--- src/rtl/dram_pkg.sv ---
`default_nettype none
// ---------------------------------------------------------------------------
// Module : dram_pkg
// Brief  : Shared derivations and types for the sampler-to-DRAM packer.
// Rev    : 1.0  initial parametrised release
// ---------------------------------------------------------------------------
package dram_pkg;

  // Which condition caused a completed word to be handed to the queue.
  typedef enum logic [1:0] {
    PUSH_NONE  = 2'd0,
    PUSH_FULL  = 2'd1,
    PUSH_FLUSH = 2'd2
  } push_src_e;

  // Ceiling log2, usable in constant expressions; clog2(1) = 0.
  function automatic int unsigned clog2(input int unsigned value);
    int unsigned res;
    res = 0;
    while ((64'd1 << res) < 64'(value)) begin
      res = res + 1;
    end
    return res;
  endfunction

  // Number of samples held in one memory word.
  function automatic int unsigned calc_pack(input int unsigned mem_w,
                                            input int unsigned sample_w);
    return mem_w / sample_w;
  endfunction

  // Address units covered by one memory word.
  function automatic int unsigned calc_adx_step(input int unsigned mem_w,
                                                input int unsigned word_bytes);
    return mem_w / (8 * word_bytes);
  endfunction

  // True when a memory word holds a whole number (at least one) of samples.
  function automatic bit width_ok(input int unsigned mem_w,
                                  input int unsigned sample_w);
    return (sample_w != 0) && (mem_w >= sample_w) && ((mem_w % sample_w) == 0);
  endfunction

  // True when depth is a power of two and at least 2.
  function automatic bit depth_ok(input int unsigned depth);
    return (depth >= 2) && ((depth & (depth - 1)) == 0);
  endfunction

endpackage
`default_nettype wire

--- src/rtl/packer_word_fifo.sv ---
`default_nettype none
// ---------------------------------------------------------------------------
// Module : packer_word_fifo
// Brief  : Synchronous FIFO holding completed {data, address} words. Head is
//          presented combinationally; a push while full is accepted only if
//          a pop happens in the same cycle.
// Rev    : 1.0  initial parametrised release
// ---------------------------------------------------------------------------
module packer_word_fifo
  import dram_pkg::*;
#(
  parameter int unsigned WIDTH = 155,
  parameter int unsigned DEPTH = 4
) (
  input  logic                   clk,
  input  logic                   resetn,
  input  logic                   push_i,
  input  logic                   pop_i,
  input  logic [WIDTH-1:0]       data_i,
  output logic [WIDTH-1:0]       head_o,
  output logic                   full_o,
  output logic                   empty_o,
  output logic [clog2(DEPTH):0]  level_o
);

  localparam int unsigned PTR_W = clog2(DEPTH);
  localparam int unsigned LVL_W = clog2(DEPTH) + 1;

  logic [WIDTH-1:0] mem_q [DEPTH];
  logic [PTR_W-1:0] wr_ptr_q;
  logic [PTR_W-1:0] rd_ptr_q;
  logic [LVL_W-1:0] level_q;
  logic             w_do_push;
  logic             w_do_pop;

  assign full_o  = (level_q == LVL_W'(DEPTH));
  assign empty_o = (level_q == '0);
  assign level_o = level_q;
  assign head_o  = mem_q[rd_ptr_q];

  // Pops only from a non-empty queue; a push into a full queue needs a
  // simultaneous pop to make room, otherwise the word is refused.
  always_comb begin
    w_do_pop  = pop_i & ~empty_o;
    w_do_push = push_i & (~full_o | w_do_pop);
  end

  // Storage array; contents need no reset because the head is masked when empty.
  always_ff @(posedge clk) begin
    if (w_do_push) begin
      mem_q[wr_ptr_q] <= data_i;
    end
  end

  // Pointer and occupancy bookkeeping; pointers wrap naturally at DEPTH.
  always_ff @(posedge clk) begin
    if (!resetn) begin
      wr_ptr_q <= '0;
      rd_ptr_q <= '0;
      level_q  <= '0;
    end else begin
      if (w_do_push) begin
        wr_ptr_q <= wr_ptr_q + 1'b1;
      end
      if (w_do_pop) begin
        rd_ptr_q <= rd_ptr_q + 1'b1;
      end
      case ({w_do_push, w_do_pop})
        2'b10:   level_q <= level_q + 1'b1;
        2'b01:   level_q <= level_q - 1'b1;
        default: level_q <= level_q;
      endcase
    end
  end

endmodule
`default_nettype wire

--- src/rtl/dram_packer_q.sv ---
`default_nettype none
// ---------------------------------------------------------------------------
// Module : dram_packer_q
// Brief  : Packs sampler samples into memory-width words, tags each word
//          with an address from a circular region, and queues the words for
//          the DDR write port. Supports partial-word flush and sticky
//          overflow reporting.
// Rev    : 1.0  initial parametrised release
// ---------------------------------------------------------------------------
module dram_packer_q
  import dram_pkg::*;
#(
  parameter int unsigned SAMPLE_W   = 32,
  parameter int unsigned MEM_W      = 128,
  parameter int unsigned ADX_W      = 27,
  parameter int unsigned WORD_BYTES = 2,
  parameter int unsigned DEPTH      = 4
) (
  input  logic                   clk,
  input  logic                   resetn,
  input  logic                   we,
  input  logic [SAMPLE_W-1:0]    write_data,
  input  logic                   flush,
  input  logic                   adx_load,
  input  logic [ADX_W-1:0]       base_adx,
  input  logic [ADX_W-1:0]       end_adx,
  output logic [MEM_W-1:0]       dram_data,
  output logic [ADX_W-1:0]       dram_adx,
  output logic                   write_req,
  input  logic                   write_allowed,
  output logic [clog2(DEPTH):0]  q_level,
  output logic                   overflow,
  output logic                   busy
);

  localparam int unsigned PACK     = calc_pack(MEM_W, SAMPLE_W);
  localparam int unsigned ADX_STEP = calc_adx_step(MEM_W, WORD_BYTES);
  localparam int unsigned LANE_W   = (PACK > 1) ? clog2(PACK) : 1;
  localparam int unsigned ENTRY_W  = MEM_W + ADX_W;

  // Reject configurations the packing and queue logic cannot represent.
  generate
    if (!width_ok(MEM_W, SAMPLE_W)) begin : g_bad_width
      $fatal(1, "dram_packer_q: MEM_W must be a non-zero multiple of SAMPLE_W");
    end
    if (!depth_ok(DEPTH)) begin : g_bad_depth
      $fatal(1, "dram_packer_q: DEPTH must be a power of two and at least 2");
    end
  endgenerate

  logic [LANE_W-1:0]     lane_q, lane_d;
  logic [MEM_W-1:0]      buf_q, buf_d;
  logic [ADX_W-1:0]      adx_q, adx_d;
  logic                  ovf_q, ovf_d;

  logic [MEM_W-1:0]      w_ins;
  logic [ADX_W-1:0]      w_adx_inc;
  push_src_e             w_push_src;
  logic                  w_push;
  logic                  w_pop;
  logic [ENTRY_W-1:0]    w_head;
  logic                  w_full;
  logic                  w_empty;
  logic [clog2(DEPTH):0] w_level;

  // Assembly buffer with the incoming sample dropped into its lane; the
  // pushed word is taken from here so a flush together with we keeps the sample.
  always_comb begin
    w_ins = buf_q;
    for (int k = 0; k < PACK; k++) begin
      if (we && (lane_q == LANE_W'(k))) begin
        w_ins[k*SAMPLE_W +: SAMPLE_W] = write_data;
      end
    end
  end

  // Decide whether a word leaves the buffer this cycle; adx_load suppresses
  // any push because the partial word is being discarded.
  always_comb begin
    w_push_src = PUSH_NONE;
    if (!adx_load) begin
      if (we && (lane_q == LANE_W'(PACK - 1))) begin
        w_push_src = PUSH_FULL;
      end else if (flush && (we || (lane_q != '0))) begin
        w_push_src = PUSH_FLUSH;
      end
    end
    w_push = (w_push_src != PUSH_NONE);
  end

  // Next-state for lane, buffer, address counter and sticky overflow. The
  // counter steps on every push, dropped or not, so addresses stay aligned
  // with the sample stream.
  always_comb begin
    w_adx_inc = adx_q + ADX_W'(ADX_STEP);
    lane_d    = lane_q;
    buf_d     = buf_q;
    adx_d     = adx_q;
    if (adx_load) begin
      lane_d = '0;
      buf_d  = '0;
      adx_d  = base_adx;
    end else if (w_push) begin
      lane_d = '0;
      buf_d  = '0;
      adx_d  = (w_adx_inc == end_adx) ? base_adx : w_adx_inc;
    end else if (we) begin
      lane_d = lane_q + 1'b1;
      buf_d  = w_ins;
    end
    ovf_d = ovf_q | (w_push & w_full & ~w_pop);
  end

  // Packer state registers.
  always_ff @(posedge clk) begin
    if (!resetn) begin
      lane_q <= '0;
      buf_q  <= '0;
      adx_q  <= base_adx;
      ovf_q  <= 1'b0;
    end else begin
      lane_q <= lane_d;
      buf_q  <= buf_d;
      adx_q  <= adx_d;
      ovf_q  <= ovf_d;
    end
  end

  packer_word_fifo #(
    .WIDTH (ENTRY_W),
    .DEPTH (DEPTH)
  ) u_fifo (
    .clk     (clk),
    .resetn  (resetn),
    .push_i  (w_push),
    .pop_i   (w_pop),
    .data_i  ({w_ins, adx_q}),
    .head_o  (w_head),
    .full_o  (w_full),
    .empty_o (w_empty),
    .level_o (w_level)
  );

  // Memory-side handshake and head presentation, masked while empty.
  always_comb begin
    write_req = ~w_empty & write_allowed;
    w_pop     = write_req;
    dram_data = w_empty ? '0 : w_head[ADX_W +: MEM_W];
    dram_adx  = w_empty ? '0 : w_head[ADX_W-1:0];
    q_level   = w_level;
    overflow  = ovf_q;
    busy      = (lane_q != '0) | ~w_empty;
  end

endmodule
`default_nettype wire

--- config.mk ---
export PLATFORM = sky130hd
export DESIGN_NAME = dram_packer_q
export DESIGN_NICKNAME = d
export VERILOG_FILES = /design/src/rtl/dram_pkg.sv /design/src/rtl/packer_word_fifo.sv /design/src/rtl/dram_packer_q.sv
export SDC_FILE = /design/constraint.sdc
export NUM_CORES = 1
export LEC_CHECK = 0
export ABC_AREA = 0
export CAP_MARGIN = 20
export CELL_PAD_IN_SITES_DETAIL_PLACEMENT = 0
export CELL_PAD_IN_SITES_GLOBAL_PLACEMENT = 2
export CORE_MARGIN = 4
export CORE_UTILIZATION = 44
export CTS_CLUSTER_SIZE = 14
export DETAILED_ROUTE_END_ITERATION = 12
export PLACE_DENSITY = 0.83
export SETUP_SLACK_MARGIN = 0.02
export SLEW_MARGIN = 10
export SYNTH_ARGS = -nofsm -noshare
export SYNTH_HDL_FRONTEND = slang
export SYNTH_HIERARCHICAL = 1
export SYNTH_SLANG_ARGS = --single-unit
--- constraint.sdc ---
create_clock -name clk -period 6.8 [get_ports clk]
set_input_delay 0.68 -clock clk [delete_from_list [all_inputs] [get_ports clk]]
set_output_delay 0.68 -clock clk [all_outputs]
set_load 0.05 [all_outputs]
==> run metrics <==
Worst EP arrival 3.78 ns; RSZ-0062 raised after global routing false; CTS tree yes; port buffer count 252; synthesized flop and latch total a little under 800; chip width around 280 µm; # rows between 90 and 100; Reg clk slew, reported paths ~0.060 ns; register area share after synthesis about 70%; post-synthesis compound-gate area fraction less than 1%; vias in the first global route 16,500; Area growth syn-to-layout 19.5%; Initial DRT Pass Iterations 5; fmax 0.224 GHz; Crit Path Category flop to primary output; Net Count, Synth between 1,500 and 2,000; Post-Synth Adder-Cell Area less than 1%; gr ovfl total 0; Worst setup EP type primary output; Final Hold Fails 0; XOR/XNOR Fraction of Synth Area under 10%; post-synthesis mux area share 16.8%; TritonCTS Sinks 787; CP cell instances buf_4, mux4_2, nor2b_1, clkdlybuf4s50_1; initial DRC count approximately 1,200; ranking of synthesized cells by area edfxtp_1 (62%), mux4_2 (11%), dfxtp_1 (8.9%); Lkg Pwr 12.1 nW; final worst-path cycle share 65.5%; Slew headroom around a third; DRC 0; fraction of layout cells with a size suffix above 1 between 20% and 30%; Starting Density around 45%; GRT Total Usage a little under a fifth; antenna-violating nets left 0; Most used DFF post-synth edfxtp_1; placed insts 2,834; largest net degree at the start of global routing between 150 and 200; Cell Pwr Density 267 nW/µm²; clk buf depth 3; CP Max Fanout 49; Worst IR Drop VDD ~0.0002 V; hold_buf cts 0; Synth area leader edfxtp_1; Die Footprint between 70,000 and 80,000 µm²; post-CTS setup buffers 0; die height between 200 and 300 µm; fin. max-slew vios 0; CTS root buffer clkbuf_16; syn_area_per_cell between 15 and 20 µm²; clock latency at the later pin of the worst-skew pair 0.62 ns; Final min period around 4.5 ns; total power 10.0 mW; startpoint type of the worst setup path flop; Cell variety after synth 66; slowest CP cell clkdlybuf4s50_1; Core ar. just over 70,000 µm²; final-report setup violation count 0; Hold Worst Slack around 0.54 ns; max incr delay on CP between 0.8 and 0.9 ns; Yosys top cell area share between 60 and 70%; Synth Cell Area approximately 31,000 µm²; worst hold path class flop to flop; post-CTS sizing 0; synthesis warning total 6; worst clock skew 0.0189 ns; Vias/cell 5.32; GP Congestion a little under 0.9; drt wl/cell between 20 and 25 µm; HPWL Detailed 40.2 mm; WP data required slightly above 6 ns; Post-synth EDFFs around 650; fin nets between 2,000 and 2,500; TritonCTS buffer count 79; initial antenna violation count 1; worst slew pin tran ~0.99 ns; num ports 253; fraction of registers with async set/reset 0%; max-cap check violation count 0; simple-gate share of the synthesized area 8.09%; cells after synthesis ~1,700; htree depth 3; first-pass GRT wire length 104 mm; post-route insts no fill between 2,000 and 3,000; setup TNS 0 ns; combinational family with the most area after synthesis multiplexers; Post-Route WL between 60 and 70 mm; status finished clean; DR vias between 15,000 and 20,000
-- logic make-up (layout without fill, tap and decap cells) --
group | count (synthesis) | in the layout
xor+xnor | 48 | 48
flops | 787 | 787
other cells | 0 | 1
fa+ha+maj | 10 | 10
compound gates | 37 | 37
buf+inv | 115 | 439
simple gates | 410 | 410
mux | 313 | 313
-- metrics by stage --
step	util [%]	setup WS, ns	area, µm²
detailed placement	49.7	2.56	35000
global route	53.4	2.13	37600
CTS	53.3	2.19	37500
finish	53.4	2.34	37600
floorplan	-	0.397	31500
global placement	49.7	2.64	35000
-- critical path: cells and delay by family, from the launching register on --
family | cells | cell delay, ns
buffers and inverters | 2 | 1.60
AND/OR/NAND/NOR | 1 | 0.35
flip-flops | 1 | 0.84
multiplexers | 1 | 0.34
-- cell usage after synthesis (3+ instances only) --
library cell  count
a21oi_1           5
and2_1           11
and3_1            5
and4_1            3
buf_1            20
buf_2            16
buf_4            15
clkbuf_1         40
dfxtp_1         140
edfxtp_1        647
ha_1              9
inv_1            22
mux2_2          137
mux2_4            9
mux2i_1          12
mux4_2          155
nand2_1          26
nand2b_1          4
nand3_1           7
nand4_1          11
nor2_1           16
nor2b_1         294
nor3_1            5
nor4_1            8
o211ai_1          3
o311ai_0          3
xnor2_1          31
xor2_1           15
-- worst paths after layout --
path                             from                   to  slack (ns)  depth (start not counted)
hold reg to reg   overflow$_SDFF_PN0_  overflow$_SDFF_PN0_        0.54                          2
hold / removal    overflow$_SDFF_PN0_  overflow$_SDFF_PN0_        0.54                          2
setup / recovery                 flop        dram_data[95]        2.34                          4
setup reg to reg   adx_q[8]$_DFFE_PP_   adx_q[0]$_DFFE_PP_        3.01                          9
-- cell type report --
cell class              count  area, µm²
well taps                 940       1180
fillers                  5599      32800
flip-flops and latches    787      22200
clock inverters            41        403
clock buffers             107       2170
multi-input cells         818       8740
repair buffers            269       2780
inverters                  22       82.6
diodes                      1       2.50
-- sequential cells by signal (all words and copies together), names as in the netlist, named ones only --
register and cells:
u_fifo/rd_ptr_q 2, buf_q 128, u_fifo/mem_q 620, overflow 1, lane_q 2, u_fifo/wr_ptr_q 2
adx_q 27, u_fifo/level_o 3
-- where the power goes --
group | internal (mW) | total [mW] | switching [mW]
Sequential | 5.28 | 5.34 | 0.0645
Clock | 2.49 | 4.26 | 1.77
Combinational | 0.196 | 0.430 | 0.234
Total | 7.97 | 10.0 | 2.07
-- routing by layer --
layer,global-route usage [%],up-vias,part of all wire (%)
met5,0,-,0
met4,4.58,0,1.7
met3,3.89,85,5.8
met2,29.1,441,48
met1,25.9,8209,45
li1,-,7131,-
-- layout by cell type (no fill, tap or decap), types with 11 or more instances in the layout --
| cell | n |
|---|---|
| xnor2_1 | 31 |
| mux4_2 | 155 |
| clkinv_1 | 13 |
| dfxtp_1 | 138 |
| clkdlybuf4s50_1 | 252 |
| inv_1 | 22 |
| mux2i_1 | 12 |
| nand2_1 | 22 |
| clkbuf_16 | 81 |
| nand4_1 | 11 |
| clkbuf_1 | 21 |
| mux2_2 | 137 |
| clkinv_2 | 15 |
| xor2_1 | 15 |
| nor2b_1 | 294 |
| nor2_1 | 16 |
| edfxtp_1 | 647 |
No activity file was read; power rests on OpenSTA's default activity.
